$ cat config.mk
export PLATFORM = sky130hd
export DESIGN_NAME = clk_tick_gen_flat
export DESIGN_NICKNAME = d
export VERILOG_FILES = /design/src/rtl/clk_tick_gen_if.sv /design/src/rtl/clk_tick_gen.sv /design/src/flat_wrapper.sv
export SDC_FILE = /design/constraint.sdc
export NUM_CORES = 1
export LEC_CHECK = 0
export ABC_AREA = 1
export BUFFER_PORTS_ARGS = -buffer_cell sky130_fd_sc_hd__buf_2
export CAP_MARGIN = 20
export CORE_ASPECT_RATIO = 1.25
export CORE_UTILIZATION = 58
export DETAILED_ROUTE_END_ITERATION = 10
export PLACE_DENSITY_LB_ADDON = 0.2
export SLEW_MARGIN = 20
export SYNTH_ARGS = -nofsm -noshare
export SYNTH_HDL_FRONTEND = slang
export SYNTH_SLANG_ARGS = --single-unit
$ cat constraint.sdc
create_clock -name clk_i -period 2 [get_ports clk_i]
set_clock_uncertainty 0.2 [all_clocks]
set_input_delay 0.4 -clock clk_i [delete_from_list [all_inputs] [get_ports clk_i]]
set_output_delay 0.4 -clock clk_i [all_outputs]
set_load 0.02 [all_outputs]
$ cat src/rtl/clk_tick_gen_if.sv
// Control and status bundle between the RTC timebase and its consumers.
// The slave modport belongs to clk_tick_gen. The master modport belongs to whatever drives the controls.
interface clk_tick_gen_if #(
   parameter int unsigned SCAN_W = 3
);
   logic              test_i;
   logic              en_i;
   logic              clr_i;
   logic              tick_o;
   logic              blink_o;
   logic              test_o;
   logic [SCAN_W-1:0] scan_o;
   logic              scan_tick_o;

   modport slave (
      input  test_i, en_i, clr_i,
      output tick_o, blink_o, test_o, scan_o, scan_tick_o
   );

   modport master (
      output test_i, en_i, clr_i,
      input  tick_o, blink_o, test_o, scan_o, scan_tick_o
   );
endinterface

$ cat src/rtl/clk_tick_gen.sv
// RTC display timebase. It produces a time-advance tick at the normal or fast test rate and a 50 % blink.
// It also produces a multiplexed-display scan index with its own prescaler.
module clk_tick_gen #(
   parameter int unsigned DIV_NORM = 100000000,
   parameter int unsigned DIV_FAST = 10,
   parameter int unsigned DIV_SCAN = 25000,
   parameter int unsigned N_DIGITS = 8,
   parameter int unsigned SCAN_W   = 3
) (
   input  logic          clk_i,
   input  logic          rst_i,
   clk_tick_gen_if.slave bus
);

   localparam int unsigned CNT_W = 32;
   localparam logic [CNT_W-1:0]  NORM_LAST = CNT_W'(DIV_NORM - 1);
   localparam logic [CNT_W-1:0]  FAST_LAST = CNT_W'(DIV_FAST - 1);
   localparam logic [CNT_W-1:0]  SCAN_LAST = CNT_W'(DIV_SCAN - 1);
   localparam logic [CNT_W-1:0]  BLINK_ON  = CNT_W'(DIV_NORM / 2);
   localparam logic [SCAN_W-1:0] DIG_LAST  = SCAN_W'(N_DIGITS - 1);

   logic              r_test_meta;
   logic              r_test;
   logic              r_test_d;
   logic [CNT_W-1:0]  r_cn;
   logic [CNT_W-1:0]  r_cf;
   logic [CNT_W-1:0]  r_cs;
   logic              r_tick;
   logic              r_blink;
   logic [SCAN_W-1:0] r_scan;
   logic              r_scan_tick;

   logic w_mode_chg;
   logic w_cn_wrap;
   logic w_cf_wrap;
   logic w_cs_wrap;

   assign w_mode_chg = r_test ^ r_test_d;
   assign w_cn_wrap  = (r_cn == NORM_LAST);
   assign w_cf_wrap  = (r_cf == FAST_LAST);
   assign w_cs_wrap  = (r_cs == SCAN_LAST);

   // Two-stage synchroniser for the raw button, plus a delayed copy for edge detection
   always_ff @(posedge clk_i or negedge rst_i) begin
      if (!rst_i) begin
         r_test_meta <= 1'b0;
         r_test      <= 1'b0;
         r_test_d    <= 1'b0;
      end else begin
         r_test_meta <= bus.test_i;
         r_test      <= r_test_meta;
         r_test_d    <= r_test;
      end
   end

   // Tick and blink path. A mode switch restarts the fast phase but never disturbs cn.
   always_ff @(posedge clk_i or negedge rst_i) begin
      if (!rst_i) begin
         r_cn    <= '0;
         r_cf    <= '0;
         r_tick  <= 1'b0;
         r_blink <= 1'b0;
      end else if (bus.clr_i) begin
         r_cn    <= '0;
         r_cf    <= '0;
         r_tick  <= 1'b0;
         r_blink <= 1'b0;
      end else begin
         r_blink <= (r_cn >= BLINK_ON);
         r_tick  <= bus.en_i & ~w_mode_chg & (r_test ? w_cf_wrap : w_cn_wrap);
         if (bus.en_i) begin
            r_cn <= w_cn_wrap ? '0 : r_cn + CNT_W'(1);
         end
         if (w_mode_chg) begin
            r_cf <= '0;
         end else if (bus.en_i) begin
            r_cf <= w_cf_wrap ? '0 : r_cf + CNT_W'(1);
         end
      end
   end

   // Free-running scan prescaler and digit index
   always_ff @(posedge clk_i or negedge rst_i) begin
      if (!rst_i) begin
         r_cs        <= '0;
         r_scan      <= '0;
         r_scan_tick <= 1'b0;
      end else begin
         r_scan_tick <= w_cs_wrap;
         if (w_cs_wrap) begin
            r_cs   <= '0;
            r_scan <= (r_scan == DIG_LAST) ? '0 : r_scan + SCAN_W'(1);
         end else begin
            r_cs   <= r_cs + CNT_W'(1);
         end
      end
   end

   assign bus.tick_o      = r_tick;
   assign bus.blink_o     = r_blink;
   assign bus.test_o      = r_test;
   assign bus.scan_o      = r_scan;
   assign bus.scan_tick_o = r_scan_tick;

endmodule

$ cat src/flat_wrapper.sv
// flat-port wrapper written by rule: the top's interface ports become plain ports
module clk_tick_gen_flat 
#(
   parameter int unsigned DIV_NORM = 100000000,
   parameter int unsigned DIV_FAST = 10,
   parameter int unsigned DIV_SCAN = 25000,
   parameter int unsigned N_DIGITS = 8,
   parameter int unsigned SCAN_W   = 3
)
  (clk_i, rst_i, bus_test_i, bus_en_i, bus_clr_i, bus_tick_o, bus_blink_o, bus_test_o, bus_scan_o, bus_scan_tick_o);
  clk_tick_gen_if #(.SCAN_W(SCAN_W)) bus_i ();
  input  logic clk_i;
  input  logic rst_i;
  input wire logic [$bits(bus_i.test_i)-1:0] bus_test_i;
  input wire logic [$bits(bus_i.en_i)-1:0] bus_en_i;
  input wire logic [$bits(bus_i.clr_i)-1:0] bus_clr_i;
  output wire logic [$bits(bus_i.tick_o)-1:0] bus_tick_o;
  output wire logic [$bits(bus_i.blink_o)-1:0] bus_blink_o;
  output wire logic [$bits(bus_i.test_o)-1:0] bus_test_o;
  output wire logic [$bits(bus_i.scan_o)-1:0] bus_scan_o;
  output wire logic [$bits(bus_i.scan_tick_o)-1:0] bus_scan_tick_o;
  assign bus_i.test_i = bus_test_i;
  assign bus_i.en_i = bus_en_i;
  assign bus_i.clr_i = bus_clr_i;
  assign bus_tick_o = bus_i.tick_o;
  assign bus_blink_o = bus_i.blink_o;
  assign bus_test_o = bus_i.test_o;
  assign bus_scan_o = bus_i.scan_o;
  assign bus_scan_tick_o = bus_i.scan_tick_o;
  clk_tick_gen #(.DIV_NORM(DIV_NORM), .DIV_FAST(DIV_FAST), .DIV_SCAN(DIV_SCAN), .N_DIGITS(N_DIGITS), .SCAN_W(SCAN_W)) u_core (.clk_i(clk_i), .rst_i(rst_i), .bus(bus_i));
endmodule
Yosys cells after proc, flatten, opt, wreduce, memory -nomap -nowiden
Cells that the tools add are included.
{"block": "classes", "addsub": 4, "n_mul": 0, "n_div": 0, "n_lt_le_gt_ge": 1, "n_eq_ne": 4, "n_shift": 0, "muxes": 12, "bitwise": 4, "n_reduce_logical": 2}
{"cell": "2-to-1 mux 32 bit", "n": 8}
{"cell": "adder 32 x 1 -> 32 bit (second input constant)", "n": 3}
{"cell": "== test 32 x 15 -> 1 bit (second input constant)", "n": 1}
{"cell": "== test 32 x 27 -> 1 bit (second input constant)", "n": 1}
{"cell": "== test 32 x 4 -> 1 bit (second input constant)", "n": 1}
{"cell": "greater-or-equal comparator 32 x 26 -> 1 bit (second input constant)", "n": 1}
{"cell": "adder 3 x 1 -> 3 bit (second input constant)", "n": 1}
{"cell": "== test 3 bit (second input constant)", "n": 1}
{"cell": "2-to-1 mux 1 bit", "n": 3}
{"cell": "2-to-1 mux 3 bit", "n": 1}
{"cell": "nonzero test 3 bit", "n": 1}
{"cell": "bitwise AND 1 bit", "n": 2}
{"cell": "nonzero test 2 bit", "n": 1}
{"cell": "NOT 1 bit", "n": 1}
{"cell": "bitwise XOR 1 bit", "n": 1}
{"block": "totals", "regBits": 105, "latch_bits": 0, "ram_bits": 0, "mem_bits_ro": 0, "in_bits": 5, "out_inout_bits": 7, "word_cells": 37, "memories": 0}

Longest topological paths before layout
{"block": "depth", "ltp_word": 5, "depth_mapped": 10, "mapped_depth_nobuf": 10}

Least setup slack after synthesis
OpenSTA, ideal clock, no wires.
{"block": "synth_path", "kind": "register to register", "start": "reg u_core.r_cn[0]", "end": "reg u_core.r_cn[11]", "setup_ns": 0.121, "arrival_ns": 1.440, "t_required_ns": 1.679, "slack_ns": 0.240, "stages_incl_launch_ff": 10, "n_path_buf": 1, "synth_period_minus_slack_ns": 1.760, "cell_sequence": "dfrtp_1 -> ha_1 -> nand2_2 -> nor2_2 -> nand2_2 -> clkinv_2 -> nand4_4 -> o21ai_4 -> buf_12 -> nor2_2"}
{"block": "synth_via", "elab_chain_cells": 4, "word_cells_on_any_way": 5, "classes_between": "add/sub: 1; eq/ne: 1; mux: 3"}
{"element": "from (decl)", "line": "clk_tick_gen.sv:25", "source": "logic [CNT_W-1:0] r_cn;"}
{"element": "from (signal assigned)", "line": "clk_tick_gen.sv:72", "source": "r_cn <= w_cn_wrap ? '0 : r_cn + CNT_W'(1);"}
{"element": "adder 32 x 1 -> 32 bit / == test 32 x 27 -> 1 bit (equally long branches)", "line": "clk_tick_gen.sv:72, clk_tick_gen.sv:39"}
{"element": "2-to-1 mux 32 bit *", "line": "clk_tick_gen.sv:72"}
{"element": "2-to-1 mux 32 bit *", "line": "clk_tick_gen.sv:71", "source": "if (bus.en_i) begin"}
{"element": "2-to-1 mux 32 bit *", "line": "clk_tick_gen.sv:63", "source": "end else if (bus.clr_i) begin"}
Mark *: on every way between the ends. The rest lies on a longest branch, timed or not. The select of a mux whose other input is x is not followed.
A chain may end at the register's enable or synchronous reset.

Final worst setup path
{"block": "layout_path", "start": "reg u_core.r_cf[0]", "end": "reg u_core.r_cf[24]"}
{"block": "layout_via", "elab_chain_cells": 5, "word_cells_on_any_way": 6, "classes_between": "add/sub: 1; eq/ne: 1; mux: 4"}
{"element": "from (decl)", "line": "clk_tick_gen.sv:26", "source": "logic [CNT_W-1:0] r_cf;"}
{"element": "from (signal assigned)", "line": "clk_tick_gen.sv:77", "source": "r_cf <= w_cf_wrap ? '0 : r_cf + CNT_W'(1);"}
{"element": "adder 32 x 1 -> 32 bit / == test 32 x 4 -> 1 bit (equally long branches)", "line": "clk_tick_gen.sv:77, clk_tick_gen.sv:40"}
{"element": "2-to-1 mux 32 bit *", "line": "clk_tick_gen.sv:77"}
{"element": "2-to-1 mux 32 bit *", "line": "clk_tick_gen.sv:76", "source": "end else if (bus.en_i) begin"}
{"element": "2-to-1 mux 32 bit *", "line": "clk_tick_gen.sv:74", "source": "if (w_mode_chg) begin"}
{"element": "2-to-1 mux 32 bit *", "line": "clk_tick_gen.sv:63"}
Marked as above.

==> key figures <==
Outcome
  • Status: complete, no violations

Clock network
  • Max Root-Sink Buffers: 2
  • Clk root buf: clkbuf_16
  • CTS Buf Count: 9
  • Clk slew on worst S/H paths: 0.07 ns
  • Worst-Skew Late Latency: 0.35 ns
  • H-tree depth: 3
  • CTS tree: yes
  • Num Clock Sinks: 105

Floorplanning
  • DIE AREA: 0.0121 mm2
  • Io pins: 12
  • Die X-Extent: 98.5 um
  • Core area: 0.0112 mm2
  • Row Count: 43
  • Starting Density: 60.1%
  • Die height: 123 um

Timing
  • Fmax: 526 MHz
  • Crit path time final: 1.90 ns
  • Final period util: 95.1%
  • Slew HR: 69.2%
  • Slew @ Worst Pin: 0.458 ns
  • Setup_tns: 0 ns
  • Final hold violation count: 0
  • RSZ-0062 raised after global routing: true
  • Pins Over Slew Limit: 0
  • Final setup viols: 0

Drt
  • WL per Instance: 14.3 um
  • Drt initial violations: 451
  • Vias: 6,257
  • Final wirelength: 16,400 um
  • ANT nets after route: 0
  • Number of remaining DRC errors: 0
  • DR pass1 iterations: 8
  • Vias/cell: 5.45

Synth
  • Seq/Total Area, Yosys: 38.9%
  • Count leader, synth: nand2_1
  • Most common flop cell mapped by yosys: dfrtp_1
  • Post-synth top area cell: dfrtp_1
  • Synth warn: 0
  • Synth Area per Inst: 6.94 um2
  • EDFF count, synth: 0
  • Mapped Nets: 986
  • Top post-synthesis cells by area: dfrtp_1, nand2_1, nor2_1, inv_1, nand3_1
  • Cell area after synthesis: 0.00676 mm2
  • Commonest cells post-synth: nand2_1, nor2_1, dfrtp_1
  • Yosys top cell area share: 38.9%
  • Post-synth cell types: 43
  • Flops & latches, synth: 105
  • Syn Inst Count: 974
  • Post-synth ARST share: 100%

Pwr
  • Net Sw Frac: 21.2%
  • Maximum vdd drop: 0.335 mV
  • PD cells: 582 mW/mm2
  • Static leakage: 3.39 nW
  • Sequential share of power: 49.0%
  • Pint: 3.44 mW
  • Net Switching: 927 uW
  • Combinational share of power: 4.2%
  • Power share of the clock group: 46.9%

Final layout
  • Nets: 1,022
  • P&R area growth vs syn: 11.1%
  • Antenna Cells: 0
  • Fin util: 66.8%
  • Layout cells sized above 1: 11.6%

Setup path
  • Worst reg-to-reg path cell count: 8
  • Setup crit end kind: flop
  • R2r setup slk: 0.1 ns
  • Crit Path Class: flop to flop
  • Reg-to-Reg End: u_core.r_cf[24]$_DFFE_PN0P_
  • Worst Setup SP: u_core.r_cf[0]$_DFFE_PN0P_
  • Crit path capture: u_core.r_cf[24]$_DFFE_PN0P_
  • Arrival time worst endpoint: 1.95 ns
  • RR Startpoint: u_core.r_cf[0]$_DFFE_PN0P_
  • Worst setup SP type: flop
  • Worst Path Required: 2.04 ns
  • Crit Path Max Fanout: 6

Placed design
  • GPL Wtd Cong: 0.963
  • PortBufs: 11
  • Post-detail-place hpwl: 12,400 um

Hold path
  • Min-Delay Path Class: input pin to flop
  • Worst hold start: bus_clr_i
  • Worst hold path depth: 2

GRT
  • Global-route wire length before repair: 27,700 um
  • Total GRT Usage: 29.0%
  • Grt total ovfl: 0
  • Vias in the first global route: 5,983
  • Initial antenna violation count: 0
  • Largest net degree at the start of global routing: 34

Job
  • Maxcap violations: 0
## power by group through the flow
stage	Clock (mW)	Sequential, mW	Combinational (mW)
floorplan	0	2.18	0.0776
detailed placement	0	2.18	0.180
finish	2.05	2.14	0.182
global route	2.15	2.14	0.202
global placement	0	2.18	0.179
CTS	2.07	2.14	0.184
## placed cells by master (no fill, tap or decap), types with 7 or more instances in the layout
master,n
buf_2,10
buf_4,19
clkbuf_16,9
dfrtp_1,104
ha_1,7
inv_1,102
inv_2,9
nand2_1,286
nand2_2,11
nand3_1,74
nand4_1,37
nor2_1,169
nor2_2,26
nor3_1,22
nor3_2,7
o21ai_0,13
o21ai_1,11
xnor2_1,8
xor2_1,37
## per-stage QoR
| step | std cells | power [mW] | setup slack, ns | hold slack, ns | area (um2) |
|---|---|---|---|---|---|
| 5_1_grt | 1149 | 4.50 | -0.0345 | 0.0701 | 7510 |
| 4_1_cts | 1148 | 4.40 | 0.0787 | 0.0614 | 7490 |
| 6_report | 1149 | 4.37 | 0.0983 | 0.0685 | 7510 |
| 3_3_place_gp | 1131 | 2.36 | 0.140 | 0.132 | 7130 |
| 3_5_place_dp | 1131 | 2.36 | 0.109 | 0.160 | 7130 |
| 2_1_floorplan | 974 | 2.26 | 0.240 | -0.0956 | 6760 |
## sequential cells by signal, indices dropped and copies added, names as in the netlist
| signal | count |
|---|---|
| u_core.bus.blink_o | 1 |
| u_core.bus.scan_o | 3 |
| u_core.bus.scan_tick_o | 1 |
| u_core.bus.test_o | 1 |
| u_core.bus.tick_o | 1 |
| u_core.r_cf | 32 |
| u_core.r_cn | 32 |
| u_core.r_cs | 32 |
| u_core.r_test_d | 1 |
| u_core.r_test_meta | 1 |
## what timing repair did
action                                  in CTS  in global routing
buffers inserted                             0                  1
endpoints found under the setup margin       0                 30
endpoints found under the hold margin       28                  0
gates resized for setup                      0                  3
hold buffers                                 2                  0
## routing by layer
metal / routed length [um] / GRT usage [%] / up-vias
li1: - / - / 3142
met1: 6820 / 35.2 / 2877
met2: 8150 / 50.4 / 191
met3: 836 / 4.21 / 47
met4: 611 / 14.9 / 0
met5: 0 / 0 / -
## logic make-up (layout without fill, tap and decap cells)
kind of cell,after synthesis,in the layout,synth area share (%)
compound gates,37,37,3.22
xor+xnor,45,45,5.83
fa+ha+maj,7,7,1.30
buf+inv,124,164,7.28
flops,105,105,38.9
simple gates,656,656,43.5
## how the worst min path moves through the flow
stage / to / slack (ns)
6_report: u_core.bus.blink_o$_DFF_PN0_ / 0.07
5_1_grt: u_core.bus.blink_o$_DFF_PN0_ / 0.07
4_1_cts: u_core.bus.blink_o$_DFF_PN0_ / 0.06
3_5_place_dp: u_core.bus.test_o$_DFF_PN0_ / 0.16
3_3_place_gp: u_core.bus.test_o$_DFF_PN0_ / 0.13
2_1_floorplan: u_core.bus.blink_o$_DFF_PN0_ / -0.1
## area by class of cell
type / instances / area, um2
clock buffers: 11 / 243
clock inverters: 4 / 98.8
fillers: 998 / 3740
inverters: 114 / 433
multi-input cells: 745 / 3640
flip-flops and latches: 105 / 2630
well taps: 135 / 169
repair buffers: 35 / 293
## worst max-delay path, cell delays in order (launching register included)
cell and delay [ns]:
dfrtp_2 0.41, ha_1 0.21, nand3_1 0.17, nor3_1 0.31
nand2_1 0.13, nor2_1 0.15, nand3_1 0.08, nand3_1 0.08
nand2_1 0.05
Note: power is estimated with default switching activity, not from simulation.
